===== config.mk =====
export PLATFORM = sky130hd
export DESIGN_NAME = encap_pio_mem_ctrl
export DESIGN_NICKNAME = d
export VERILOG_FILES = /design/src/rtl/encap_pio_mem_ctrl.sv
export SDC_FILE = /design/constraint.sdc
export NUM_CORES = 1
export LEC_CHECK = 0
export CAP_MARGIN = 20
export CORE_AREA = 2 2 99 101
export CTS_CLUSTER_DIAMETER = 60
export CTS_CLUSTER_SIZE = 40
export DETAILED_ROUTE_END_ITERATION = 7
export DIE_AREA = 0 0 101 103
export MAX_ROUTING_LAYER = met4
export PLACE_DENSITY = 0.95
export SYNTH_ARGS = -nofsm -noshare
export SYNTH_HDL_FRONTEND = slang
export SYNTH_SLANG_ARGS = --single-unit

===== constraint.sdc =====
create_clock -name clk -period 3.98 [get_ports clk]
set_input_delay 0.398 -clock clk [delete_from_list [all_inputs] [get_ports clk]]
set_output_delay 0.398 -clock clk [all_outputs]
set_load 0.01 [all_outputs]

===== src/rtl/encap_pio_mem_ctrl.sv =====
// encap_pio_mem_ctrl
// ------------------
// Arbitrates one single-port synchronous RAM (1-cycle read latency) between the
// encap PIO decoder and a datapath lookup port. One instance per encap table
// memory (tunnel hash, tunnel value, ekey hash, ekey value).
//
// Optional feature: define ENCAP_PIO_STARVE_GUARD_EN to add a 4-bit starvation
// counter. When enabled, a PIO request that has been blocked by lu_req for
// STARVE_LIMIT consecutive PEND cycles is forced onto the RAM on the next PEND
// cycle. When disabled, a PIO request waits for as long as lu_req stays high.
//
// Ports:
//   clk, rst_n           core clock, asynchronous active-low reset
//   clk_div              single-cycle decoder sampling strobe
//   reg_ms               memory select for this instance
//   reg_rd, reg_wr       one-clk PIO command pulses (both high = write)
//   reg_addr, reg_din    PIO address (low ADDR_NBITS used) and write data
//   lu_req, lu_addr      lookup request (held until granted) and address
//   lu_gnt               lookup granted this cycle
//   lu_valid, lu_rdata   lookup read data, one cycle after the grant
//   ram_en, ram_wr,
//   ram_addr, ram_wdata  RAM strobes, combinational, registered by the RAM
//   ram_rdata            RAM read data
//   mem_ack, mem_rdata   PIO completion and last PIO read data
//   pio_err              sticky: a command arrived while busy (dropped)
//   fsm_state            debug view of the controller state
//
// Handshakes: lu_req/lu_gnt is valid/ready -- a lookup is consumed on the cycle
// both are high, and lu_req must stay high (address stable) until then.
// A PIO command is accepted only in IDLE. mem_ack stays high from
// completion through the first clk_div cycle seen in DONE.

`ifndef PIO_NBITS
`define PIO_NBITS 32
`endif

module encap_pio_mem_ctrl #(
  parameter int ADDR_NBITS   = 10,
  parameter int DATA_NBITS   = `PIO_NBITS,
  parameter int STARVE_LIMIT = 8
) (
  input  logic                   clk,
  input  logic                   rst_n,
  input  logic                   clk_div,
  input  logic                   reg_ms,
  input  logic                   reg_rd,
  input  logic                   reg_wr,
  input  logic [`PIO_NBITS-1:0]  reg_addr,
  input  logic [`PIO_NBITS-1:0]  reg_din,
  input  logic                   lu_req,
  input  logic [ADDR_NBITS-1:0]  lu_addr,
  output logic                   lu_gnt,
  output logic                   lu_valid,
  output logic [DATA_NBITS-1:0]  lu_rdata,
  output logic                   ram_en,
  output logic                   ram_wr,
  output logic [ADDR_NBITS-1:0]  ram_addr,
  output logic [DATA_NBITS-1:0]  ram_wdata,
  input  logic [DATA_NBITS-1:0]  ram_rdata,
  output logic                   mem_ack,
  output logic [`PIO_NBITS-1:0]  mem_rdata,
  output logic                   pio_err,
  output logic [1:0]             fsm_state
);

  typedef enum logic [1:0] {
    IDLE   = 2'd0,
    PEND   = 2'd1,
    RDWAIT = 2'd2,
    DONE   = 2'd3
  } state_t;

  localparam logic [3:0] STARVE_MAX = 4'(STARVE_LIMIT);

  state_t                  state_q, state_d;
  logic                    op_wr_q;
  logic [ADDR_NBITS-1:0]   pio_addr_q;
  logic [DATA_NBITS-1:0]   pio_data_q;
  logic                    cmd;
  logic                    pio_force;
  logic                    pio_issue;

  assign cmd       = reg_ms & (reg_rd | reg_wr);
  assign pio_issue = (state_q == PEND) & (~lu_req | pio_force);
  assign fsm_state = state_q;
  assign mem_ack   = (state_q == DONE);

`ifdef ENCAP_PIO_STARVE_GUARD_EN
  logic [3:0] starve_q;

  // Counts PEND cycles lost to lookups; saturates at the limit because the
  // forced access clears it on that same cycle.
  assign pio_force = (starve_q >= STARVE_MAX);

  always_ff @(posedge clk or negedge rst_n) begin
    if (!rst_n) begin
      starve_q <= 4'd0;
    end else if (pio_issue) begin
      starve_q <= 4'd0;
    end else if ((state_q == PEND) && lu_req) begin
      starve_q <= starve_q + 4'd1;
    end
  end

  logic unused_ok;
  assign unused_ok = ^{reg_addr[`PIO_NBITS-1:ADDR_NBITS]};
`else
  assign pio_force = 1'b0;

  logic unused_ok;
  assign unused_ok = ^{reg_addr[`PIO_NBITS-1:ADDR_NBITS], STARVE_MAX};
`endif

  always_ff @(posedge clk or negedge rst_n) begin
    if (!rst_n) begin
      state_q <= IDLE;
    end else begin
      state_q <= state_d;
    end
  end

  always_comb begin
    state_d   = state_q;
    lu_gnt    = 1'b0;
    ram_en    = 1'b0;
    ram_wr    = 1'b0;
    ram_addr  = '0;
    ram_wdata = '0;

    case (state_q)
      IDLE:    if (cmd) state_d = PEND;
      PEND:    if (pio_issue) state_d = op_wr_q ? DONE : RDWAIT;
      RDWAIT:  state_d = DONE;
      DONE:    if (clk_div) state_d = IDLE;
      default: state_d = IDLE;
    endcase

    // pio_issue is only ever high in PEND, so everywhere else this reduces
    // to lu_gnt = lu_req. Gated by rst_n so the grant is quiet during reset.
    lu_gnt = rst_n & lu_req & ~pio_issue;

    if (pio_issue) begin
      ram_en    = 1'b1;
      ram_wr    = op_wr_q;
      ram_addr  = pio_addr_q;
      ram_wdata = pio_data_q;
    end else if (lu_gnt) begin
      ram_en   = 1'b1;
      ram_addr = lu_addr;
    end
  end

  // Command capture; a write wins when rd and wr arrive together.
  always_ff @(posedge clk or negedge rst_n) begin
    if (!rst_n) begin
      op_wr_q    <= 1'b0;
      pio_addr_q <= '0;
      pio_data_q <= '0;
    end else if ((state_q == IDLE) && cmd) begin
      op_wr_q    <= reg_wr;
      pio_addr_q <= reg_addr[ADDR_NBITS-1:0];
      pio_data_q <= reg_din[DATA_NBITS-1:0];
    end
  end

  always_ff @(posedge clk or negedge rst_n) begin
    if (!rst_n) begin
      pio_err <= 1'b0;
    end else if (cmd && (state_q != IDLE)) begin
      pio_err <= 1'b1;
    end
  end

  always_ff @(posedge clk or negedge rst_n) begin
    if (!rst_n) begin
      mem_rdata <= '0;
    end else if (state_q == RDWAIT) begin
      mem_rdata <= ram_rdata;
    end
  end

  always_ff @(posedge clk or negedge rst_n) begin
    if (!rst_n) begin
      lu_valid <= 1'b0;
    end else begin
      lu_valid <= lu_gnt;
    end
  end

  // The RAM returns the lookup word in the cycle lu_valid is high; pass it
  // through and keep the bus at zero otherwise.
  assign lu_rdata = lu_valid ? ram_rdata : '0;

endmodule


## Yosys cells after proc, flatten, opt, wreduce, memory -nomap -nowiden

Cells that the tools add are included.

| cells by class | value |
|---|---|
| eq/ne operators | 6 |
| muxes and demuxes | 12 |
| reduce and logical (&&, ||, !) cells | 5 |
| bitwise logic cells | 7 |

Operators with widths:

| cell | count |
|---|---|
| $mux W32 | 2 |
| $mux W10 | 2 |
| $pmux W2 S4 | 1 |
| $mux W2 | 3 |
| $ne A2 B2 Y1 const B | 3 |
| $and A1 B1 Y1 | 4 |
| $eq A2 B2 Y1 const B | 2 |
| $mux W1 | 4 |
| $reduce_and A3 Y1 | 1 |
| $eq A2 B1 Y1 const B | 1 |
| $logic_and A1 B1 Y1 | 2 |
| $logic_not A2 Y1 | 1 |
| $not A1 Y1 | 2 |
| $reduce_bool A2 Y1 | 1 |
| $or A1 B1 Y1 | 1 |

| word-level totals | value |
|---|---|
| input bits | 113 |
| bits in registers | 79 |
| output and inout bits | 114 |

## Depth between registers and ports, before layout

Gate-level depths: netlist (run 1).

| depth | value |
|---|---|
| word-level depth | 6 |
| gate-level depth with buffers | 7 |

## Worst setup path after synthesis (run 1)

Ideal clock, no wire load.

| timing | value |
|---|---|
| kind | register to output |
| from | register state_q[1] (netlist: fsm_state[1]) |
| to | output ram_addr[2] |
| path buffers | 2 |
| arrival | 1.432 ns |
| required time | 3.582 ns |
| stages on the path, launching flop included | 7 |
| setup slack | 2.150 ns |
| path through | dfrtp_1 > inv_1 > ha_1 > nor2b_1 > buf_2 > clkbuf_1 > a22o_1 |

| on the way | value |
|---|---|
| longest elaborated chain between the ends | 6 |

RTL lines:

| element | line | source |
|---|---|---|
| start, declared | 75 | `state_t state_q, state_d;` |
| start signal, assigned | 118 | `state_q <= state_d;` |
| $eq A2 B1 Y1 * | 84 | `assign pio_issue = (state_q == PEND) & (~lu_req \| pio_force);` |
| $and A1 B1 Y1 * | 84 |  |
| $not A1 Y1 | 140 | `lu_gnt = rst_n & lu_req & ~pio_issue;` |
| $and A1 B1 Y1 | 140 |  |
| $mux W10 | 147 | `end else if (lu_gnt) begin` |
| $mux W10 * | 142 | `if (pio_issue) begin` |
| end, declared | 57 | `output logic [ADDR_NBITS-1:0] ram_addr,` |

Mark *: on every way between the ends. The rest lies on a longest branch, timed or not.

## Final worst setup path (run 1)

| timing | value |
|---|---|
| from | register state_q[1] (netlist: fsm_state[1]) |
| to | output ram_addr[8] |

Same word-level chain as after synthesis.

==> reports/qor.yml, run 1 <==
synth_ff_type: "dfrtp_1"
numCtsBuffers: 9
fin_crit_sh: 0.698
htree_num_levels: 3
synth_top_family_by_area: "multiplexers"
post_cts_hold_buffer_count: 0
core_mm2: 0.00946
ir_worst_vdd_mv: 0.260
initial_core_util: 0.398
yosys.cell_types.count: 24
portBuffers: 204
combPwrFrac: 0.457
nNetsFinal: 588
synthSimpleGateAreaFrac: 0.118
die_w_um: 101
crit_chain: "inv_1 -> ha_1 -> nor2b_2 -> buf_4 -> a22o_1 -> clkdlybuf4s50_1"
pwr-share-clk: 0.178
arrival_ns: 2.38
row_count: 36
finClkSkew_ns: 0.0143
seq_area_frac_synth: 0.525
fin_util: 0.645
cp.required_ns: 3.58
hold_viol: 0
yosysMostFrequentCell: "dfrtp_1"
clock-sinks: 79
post-route-drc-count: 0
critPathKind: "reg -> out"
synth_edf_count: 0
grt_first_pass_wirelength_um: 14400
cpPeakStageDelay_ns: 0.54
layout-drive-gt1-share: 0.209
fin_total_pwr_mw: 3.96
yosysWarnings: 0
die-area_mm2: 0.0104
p_per_area_mw_per_mm2: 649
synth-seq-cells: 79
wirelength_um: 9470
synth_top_cell_area_share: 0.525
p_sw_mw: 1.14
async_reset_ff_frac: 1.00
worst_pin_slew_ns: 0.873
max_freq_ghz: 0.360
worst-path-buf-inv: 3
io_pins: 227
muxShareOfSynthArea: 0.267
fin_setup_tns_ns: 0
switching_share: 0.287
antennaDiodeCount: 0
path_clk_slew_ns: 0.08
avgSynthCellArea_um2: 14.1
grt_start_max_net_pins: 80
setup_viol: 0
dpl_cell_area_mm2: 0.00584
maxCapViolations: 0
grt_pass1_vias: 2811
critPathMaxFanout: 43
antenna_found_initial: 0
routed-via-count: 2809
drt_iter0_markers: 60
cts_tree: "done"
synth_compound_area_frac: 0.0349
cpLargestDelayFamily: "buffers and inverters"
worstSetupEndpointType: "primary output"
seq_power_share: 0.366
hpwl_um: 7160
wl_per_cell_um: 16.1
cts_resized: 0
hold_class: "in -> async"
synth_fa_ha_area_frac: 0.0133
firstDrtPassIters: 6
clk_latency_ns: 0.34
clockBufferDepth: 2
critical-path-slowest-cell: "clkdlybuf4s50_1"
viasPerCell: 4.78
power_leakage_nw: 2.66
synth-xor-area-share: 0
synth_top_area_cell: "dfrtp_1"
p_int_mw: 2.82
die-height_um: 103
place.gp.congestion: 0.795
fillers: 664
critPathLaunchType: "flip-flop"
synthTopCellsByCount: "dfrtp_1, and2_1, mux2_4"
fin_crit_ns: 2.78
areaGrowthSynthToFinish_pct: 61.8
rsz0062_at_grt: "no"
stdcell_area_mm2: 0.00610
syn-num-nets: 385
slew_violations: 0
max_slew_margin: 0.418
yosys-top-cells-area: "dfrtp_1, mux2_4, and2_1"
grt_util_all_layers: 0.184
status: "completed"
post_cts_buffers: 0
syn_area_mm2: 0.00377
overflow: 0
drtAntennaViolNets: 0
synthesis.instances: 268
clockRootBuffer: "clkbuf_8"
-- power groups by stage --
| stage | Sequential, mW | Clock, mW | Combinational [mW] |
|---|---|---|---|
| after floorplan | 1.48 | 0 | 0.979 |
| after global placement | 1.43 | 0 | 1.77 |
| after detailed placement | 1.46 | 0 | 1.83 |
| after CTS | 1.45 | 0.722 | 1.83 |
| after global routing | 1.50 | 0.754 | 1.93 |
| final | 1.45 | 0.704 | 1.81 |
-- cell type report --
| class | count | area (um2) | area share |
|---|---|---|---|
| clock inverters | 4 | 95.1 | 0.0156 |
| multi-input cells | 167 | 1630 | 0.268 |
| flip-flops and latches | 79 | 1980 | 0.324 |
| inverters | 4 | 15.0 | 0.00246 |
| well taps | 114 | 143 | 0.0234 |
| repair buffers | 210 | 2100 | 0.344 |
| clock buffers | 10 | 138 | 0.0226 |
-- worst reg2reg max path: cells and delay by family, from the launching register on --
kind / cells / cell delay, ns
fa+ha+maj: 1 / 0.26
flops: 1 / 0.46
buf+inv: 3 / 0.54
mux: 1 / 0.32
simple gates: 1 / 0.68
-- state kept, by name, summed over array words and instances (netlist names) --
| register | cells |
|---|---|
| fsm_state | 2 |
| lu_valid | 1 |
| mem_rdata | 32 |
| op_wr_q | 1 |
| pio_addr_q | 10 |
| pio_data_q | 32 |
| pio_err | 1 |
-- metal layers --
metal | global-route usage | part of all wire | vias to the layer above | routed length (um)
met5 | - | 0 | - | 0
met4 | 0.0707 | 0.019 | 0 | 177
met3 | 0.0353 | 0.070 | 17 | 664
met2 | 0.313 | 0.50 | 142 | 4720
met1 | 0.218 | 0.41 | 1342 | 3910
li1 | - | - | 1308 | -
-- path summary, 6_finish.rpt --
kind / endpoint / depth (start not counted) / slack (ns) / start
max: ram_addr[8] / 6 / 1.20 / fsm_state[1]
min: pio_err / 2 / 0.11 / rst_n
max reg2reg: pio_data_q[3] / 6 / 1.60 / fsm_state[0]
min reg2reg: pio_err / 1 / 0.50 / pio_err
max in group asynchronous: pio_data_q[3] / 3 / 3.27 / rst_n
min in group clk: pio_err / 1 / 0.50 / pio_err
-- cell usage in the layout (no fill, tap or decap), types with 3 or more instances in the layout --
cell type / n
a22o_1: 10
bufinv_16: 3
and2_1: 66
mux2_2: 34
buf_4: 6
dfrtp_1: 79
ha_1: 4
inv_1: 3
clkbuf_8: 10
clkdlybuf4s50_1: 203
mux2_4: 40
-- metrics by stage --
step                worst slack, ns  hold WS (ns)  std cells
floorplan                      2.15         0.102        268
CTS                            1.14         0.351        587
detailed placement             1.30         0.473        573
finish                         1.20         0.114        588
global route                   1.04         0.141        588
global placement               1.35         0.463        573
-- logic make-up (layout without fill, tap and decap cells) --
| group | Yosys count | in the layout |
|---|---|---|
| muxes | 76 | 76 |
| buffers and inverters | 22 | 228 |
| adders and majority gates | 4 | 4 |
| DFF | 79 | 79 |
| AOI/OAI and AO/OA | 16 | 16 |
| and+or+nand+nor | 71 | 71 |
Note: power is estimated with default switching activity, not from simulation.
==> run 2: changes to the inputs <==
--- a/config.mk
+++ b/config.mk
@@ -6,13 +6,13 @@
 export NUM_CORES = 1
 export LEC_CHECK = 0
 export CAP_MARGIN = 20
-export CORE_AREA = 2 2 99 101
+export CORE_AREA = 2 2 103 105
 export CTS_CLUSTER_DIAMETER = 60
 export CTS_CLUSTER_SIZE = 40
 export DETAILED_ROUTE_END_ITERATION = 7
-export DIE_AREA = 0 0 101 103
+export DIE_AREA = 0 0 105 107
 export MAX_ROUTING_LAYER = met4
-export PLACE_DENSITY = 0.95
+export PLACE_DENSITY = 0.91
 export SYNTH_ARGS = -nofsm -noshare
 export SYNTH_HDL_FRONTEND = slang
 export SYNTH_SLANG_ARGS = --single-unit
==> constraint.sdc (replaced) <==
create_clock -name clk -period 2.75 [get_ports clk]
set_input_delay 0.275 -clock clk [delete_from_list [all_inputs] [get_ports clk]]
set_output_delay 0.275 -clock clk [all_outputs]
set_load 0.01 [all_outputs]
==> run 2 against run 1 <==
The flow now finishes with violations (negative hold slack); core utilization is 3.3 points lower; register-to-register slack worse by 0.84 ns; critical endpoint is now ram_addr[1]; clock skew fell by 0.0061 ns; count of clock-buffer cells in the layout is the same; highest routed layer unchanged.
==> reports/qor.yml, run 2 (synthesized netlist as in run 1, its figures left out) <==
cpLargestDelayFamily: "buffers and inverters"  # unchanged
p_per_area_mw_per_mm2: 940  # was 649 mW/mm2
fin_crit_ns: 2.56
worstSetupEndpointType: "primary output"  # unchanged
status: "complete, but fails checks"  # was completed
slew_violations: 0  # unchanged
maxCapViolations: 0  # unchanged
rsz0062_at_grt: "no"  # unchanged
layout-drive-gt1-share: 0.208  # was 0.209
dpl.cell_count: 596  # was 573
reg_top3: "mem_rdata (32), pio_data_q (32), pio_addr_q (10)"  # unchanged
cts_tree: "done"  # unchanged
fin_total_pwr_mw: 5.81  # was 3.96 mW
overflow: 0  # unchanged
finalNonFillerCells: 611  # was 588
clk_latency_ns: 0.34  # about the same
hold_class: "in -> async"  # unchanged
fin_setup_tns_ns: 0  # unchanged
numCtsBuffers: 9  # unchanged
die-height_um: 107  # was 103 um
core_mm2: 0.0101  # was 0.00946 mm2
cpPeakStageDelay_ns: 0.58  # was 0.54 ns
grt_pass1_vias: 2936  # was 2,811
setup_viol: 0  # unchanged
initial_core_util: 0.373  # was 0.398
reg2reg_depth: 6  # unchanged
row_count: 37  # was 36
critPathMaxFanout: 40  # was 43
setup_ws_ns: 0.192  # was 1.20 ns
power_leakage_nw: 2.69  # was 2.66 nW
routed-via-count: 2814  # was 2,809
viasPerCell: 4.61  # was 4.78
crit_chain: "inv_1 -> ha_1 -> nor2b_4 -> buf_12 -> a22o_1 -> clkdlybuf4s50_1"  # was inv_1 -> ha_1 -> nor2b_2 -> buf_4 -> a22o_1 -> clkdlybuf4s50_1
grt_first_pass_wirelength_um: 15500  # was 14,400 um
r2r-start: "fsm_state[0]"  # unchanged
worst_pin_slew_ns: 0.763  # was 0.873 ns
worst-path-buf-inv: 3  # unchanged
antennaDiodeCount: 0  # unchanged
fin_crit_sh: 0.930
max_slew_margin: 0.491  # was 0.418
finClkSkew_ns: 0.00824  # was 0.0143 ns
io_pins: 227  # unchanged
wl_per_cell_um: 16.2  # was 16.1 um
r2r-end: "pio_addr_q[8]"  # was pio_data_q[3]
drt_iter0_markers: 98  # was 60
layout_commonest_cell: "clkdlybuf4s50_1"  # unchanged
fillers: 812  # was 664
arrival_ns: 2.28  # was 2.38 ns
clockBufferDepth: 2  # unchanged
clock-sinks: 79  # unchanged
critPathLaunchType: "flip-flop"  # unchanged
clockRootBuffer: "clkbuf_8"  # unchanged
post_cts_hold_buffer_count: 0  # unchanged
portBuffers: 204  # unchanged
antenna_found_initial: 0  # unchanged
ir_worst_vdd_mv: 0.402  # was 0.260 mV
grt_util_all_layers: 0.181  # was 0.184
wirelength_um: 9870  # was 9470 um
critical-path-slowest-cell: "clkdlybuf4s50_1"  # unchanged
reg2reg_slack_ns: 0.76  # was 1.60 ns
die_w_um: 105  # was 101 um
worst_hold_slack_ns: -0.0138  # was 0.114 ns
htree_num_levels: 3  # unchanged
firstDrtPassIters: 4  # was 6
drtAntennaViolNets: 0  # unchanged
post-route-drc-count: 0  # unchanged
final_cell_mix: "clkdlybuf4s50_1, dfrtp_1, and2_1"  # unchanged
path_clk_slew_ns: 0.08  # about the same
areaGrowthSynthToFinish_pct: 64.0  # was 61.8%
critPathKind: "reg -> out"  # unchanged
max_freq_ghz: 0.391
place.gp.congestion: 0.802  # was 0.795
preCtsSetupSlack_ns: 0.394  # was 1.30 ns
cp.required_ns: 2.48  # was 3.58 ns
die-area_mm2: 0.0112  # was 0.0104 mm2
startpoint: "fsm_state[1]"  # unchanged
grt_start_max_net_pins: 80  # unchanged
violations: "negative hold slack"
hpwl_um: 7470  # was 7160 um
nNetsFinal: 589  # was 588
hold_viol: 16  # was 0
==> run 2: report_power, final <==
part	switching (mW)	total (mW)	internal, mW
sequential	0.329	2.08	1.75
combinational	0.906	2.64	1.74
clock	0.400	1.09	0.686
==> run 2: repair_timing <==
| item | 4_1_cts | 5_1_grt |
|---|---|---|
| setup endpoints to repair | 0 | 15 |
| resized for setup | 0 | 1 |
| buffers inserted | 0 | 0 |
==> run 2: how the worst max path moves through the flow <==
| stage | endpoint | slack, ns | cells after the start |
|---|---|---|---|
| final | ram_addr[1] | 0.19 | 6 |
| after floorplan | op_wr_q | 1.03 | 7 |
| after detailed placement | ram_addr[1] | 0.39 | 5 |
| after CTS | ram_addr[1] | 0.03 | 6 |
| after global routing | ram_addr[1] | 0.06 | 6 |
| after global placement | ram_addr[1] | 0.42 | 5 |
==> run 2: through the flow <==
stage	util	cell area (um2)
5_1_grt	0.612	6180
3_3_place_gp	0.585	5900
6_report	0.612	6180
3_5_place_dp	0.585	5900
4_1_cts	0.610	6150
2_1_floorplan	-	3770
==> run 2: final cells by class <==
| cell class | count | area [um2] | share of cell area |
|---|---|---|---|
| clock buffers | 10 | 128 | 0.0207 |
| clock inverters | 4 | 120 | 0.0194 |
| inverters | 4 | 15.0 | 0.00243 |
| multi-input cells | 167 | 1640 | 0.265 |
| flip-flops and latches | 79 | 1980 | 0.320 |
| repair buffers | 211 | 2130 | 0.345 |
| well taps | 136 | 170 | 0.0275 |
==> run 2: metal layers <==
metal | GRT usage | routed length [um] | part of all wire | vias to the layer above
li1 | - | - | - | 1311
met1 | 0.203 | 3980 | 0.40 | 1340
met2 | 0.313 | 4930 | 0.50 | 152
met3 | 0.0517 | 820 | 0.083 | 11
met4 | 0.0600 | 147 | 0.015 | 0
met5 | - | 0 | 0 | -
==> run 3: changes to the inputs <==
--- a/config.mk
+++ b/config.mk
@@ -6,13 +6,16 @@
 export NUM_CORES = 1
 export LEC_CHECK = 0
 export CAP_MARGIN = 20
-export CORE_AREA = 2 2 103 105
+export CELL_PAD_IN_SITES_DETAIL_PLACEMENT = 1
+export CELL_PAD_IN_SITES_GLOBAL_PLACEMENT = 2
+export CORE_AREA = 2 2 131 133
 export CTS_CLUSTER_DIAMETER = 60
 export CTS_CLUSTER_SIZE = 40
 export DETAILED_ROUTE_END_ITERATION = 7
-export DIE_AREA = 0 0 105 107
+export DIE_AREA = 0 0 133 135
 export MAX_ROUTING_LAYER = met4
-export PLACE_DENSITY = 0.91
+export PLACE_DENSITY = 0.92
+export SLEW_MARGIN = 40
 export SYNTH_ARGS = -nofsm -noshare
 export SYNTH_HDL_FRONTEND = slang
 export SYNTH_SLANG_ARGS = --single-unit
==> run 3 against run 2 <==
The flow now finishes without violations; clock power grew 7%; register-to-register slack about the same; clock skew shrank 0.0024 ns; wire length increased by 14%; design area rose by 2.1%; die area grew 60%; first-iteration DRC count down 23%; total power grew 2.0%; core utilization fell by 23 points.
==> reports/qor.yml, run 3 (synthesized netlist as in run 1, its figures left out) <==
critPathLaunchType: "flip-flop"  # unchanged
critPathMaxFanout: 42  # was 40
pwr-share-clk: 0.197  # was 0.187
max_freq_ghz: 0.396  # was 0.391 GHz
post_cts_hold_buffer_count: 0  # unchanged
layout_commonest_cell: "clkdlybuf4s50_1"  # unchanged
core_mm2: 0.0164  # was 0.0101 mm2
cp.required_ns: 2.48  # about the same
switching_share: 0.293  # was 0.281
fin_crit_ns: 2.53  # was 2.56 ns
routed-via-count: 2926  # was 2,814
viasPerCell: 4.20  # was 4.61
max_slew_margin: 0.586  # was 0.491
drt_iter0_markers: 75  # was 98
critPathKind: "reg -> out"  # unchanged
cts_resized: 0  # unchanged
drtAntennaViolNets: 0  # unchanged
antennaDiodeCount: 0  # unchanged
r2r-end: "pio_data_q[4]"  # was pio_addr_q[8]
place.gp.congestion: 0.758  # was 0.802
reg2reg_slack_ns: 0.77  # was 0.76 ns
reg2reg_depth: 6  # unchanged
hpwl_um: 8590  # was 7470 um
firstDrtPassIters: 4  # unchanged
post_cts_buffers: 0  # unchanged
hold_class: "in -> async"  # unchanged
die-area_mm2: 0.0180  # was 0.0112 mm2
dpl.cell_count: 680  # was 596
numCtsBuffers: 9  # unchanged
clockBufferDepth: 2  # unchanged
wl_per_cell_um: 16.2  # about the same
grt_util_all_layers: 0.133  # was 0.181
reg_top3: "mem_rdata (32), pio_data_q (32), pio_addr_q (10)"  # unchanged
die-height_um: 135  # was 107 um
setup_ws_ns: 0.224  # was 0.192 ns
worst_pin_slew_ns: 0.621  # was 0.763 ns
row_count: 47  # was 37
preCtsSetupSlack_ns: 0.429  # was 0.394 ns
slew_violations: 0  # unchanged
layout-drive-gt1-share: 0.212  # was 0.208
arrival_ns: 2.25  # was 2.28 ns
combPwrFrac: 0.449  # was 0.455
grt_first_pass_wirelength_um: 18000  # was 15,500 um
areaGrowthSynthToFinish_pct: 67.4  # was 64.0%
clk_latency_ns: 0.33  # was 0.34 ns
setup_viol: 0  # unchanged
ir_worst_vdd_mv: 0.305  # was 0.402 mV
io_pins: 227  # unchanged
startpoint: "fsm_state[1]"  # unchanged
grt_start_max_net_pins: 48  # was 80
fin_setup_tns_ns: 0  # unchanged
clock-sinks: 79  # unchanged
worstSetupEndpointType: "primary output"  # unchanged
overflow: 0  # unchanged
finalNonFillerCells: 696  # was 611
wirelength_um: 11300  # was 9870 um
antenna_found_initial: 0  # unchanged
final_cell_mix: "clkdlybuf4s50_1, dfrtp_1, and2_1"  # unchanged
crit_path_end: "ram_wdata[25]"  # was ram_addr[1]
die_w_um: 133  # was 105 um
power_leakage_nw: 2.69  # about the same
r2r-start: "fsm_state[0]"  # unchanged
post-route-drc-count: 0  # unchanged
seq_power_share: 0.354  # was 0.358
status: "completed"  # was complete, but fails checks
grt_pass1_vias: 3280  # was 2,936
cts_tree: "done"  # unchanged
maxCapViolations: 0  # unchanged
p_sw_mw: 1.74  # was 1.63 mW
p_per_area_mw_per_mm2: 939  # was 940 mW/mm2
hold_viol: 0  # was 16
initial_core_util: 0.230  # was 0.373
worst_hold_slack_ns: 0.00516  # was -0.0138 ns
nNetsFinal: 588  # was 589
p_int_mw: 4.19  # was 4.17 mW
fin_crit_sh: 0.918  # was 0.930
rsz0062_at_grt: "no"  # unchanged
clockRootBuffer: "clkbuf_16"  # was clkbuf_8
fillers: 1732  # was 812
portBuffers: 204  # unchanged
path_clk_slew_ns: 0.06  # was 0.08 ns
finClkSkew_ns: 0.00581  # was 0.00824 ns
htree_num_levels: 3  # unchanged
## run 3: critical path, stage by stage (launching register included)
cell and delay (ns):
dfrtp_1 0.43, inv_1 0.10, ha_1 0.20, nor2b_4 0.23, buf_12 0.21, and2_1 0.16
clkdlybuf4s50_1 0.56
## run 3: power groups by stage
stage / clock network (mW) / registers [mW] / logic [mW]
3_3_place_gp: 0 / 2.07 / 2.62
2_1_floorplan: 0 / 2.14 / 1.42
3_5_place_dp: 0 / 2.10 / 2.71
4_1_cts: 1.22 / 2.10 / 2.71
5_1_grt: 1.26 / 2.18 / 2.86
6_report: 1.17 / 2.09 / 2.66
## run 3: layout make-up
type / count / area (um2) / share of cell area
Tap cell: 220 / 275 / 0.0437
Clock inverter: 6 / 61.3 / 0.00972
Sequential cell: 79 / 1980 / 0.314
Inverter: 4 / 15.0 / 0.00238
Multi-Input combinational cell: 167 / 1640 / 0.260
Timing Repair Buffer: 210 / 2110 / 0.335
Clock buffer: 10 / 229 / 0.0363
## run 3: worst min-delay path by stage
stage | from | end | cells past startpoint
3_5_place_dp | rst_n | lu_valid | 2
5_1_grt | rst_n | mem_rdata[17] | 2
4_1_cts | rst_n | lu_valid | 2
3_3_place_gp | rst_n | lu_valid | 2
2_1_floorplan | rst_n | fsm_state[0] | 0
6_report | rst_n | lu_valid | 2
## run 3: layer usage
layer	up-vias	wire (um)	part of all wire	GRT usage
li1	1312	-	-	-
met1	1435	4700	0.42	0.147
met2	164	5300	0.47	0.218
met3	15	1070	0.095	0.0473
met4	0	210	0.019	0.0556
met5	-	0	0	-
## run 3: stage by stage
| step | area (um2) | power, mW | util |
|---|---|---|---|
| 2_1_floorplan | 3770 | 3.55 | - |
| 3_3_place_gp | 6010 | 4.69 | 0.366 |
| 3_5_place_dp | 6010 | 4.81 | 0.366 |
| 4_1_cts | 6300 | 6.03 | 0.384 |
| 5_1_grt | 6310 | 6.30 | 0.384 |
| 6_report | 6310 | 5.92 | 0.384 |
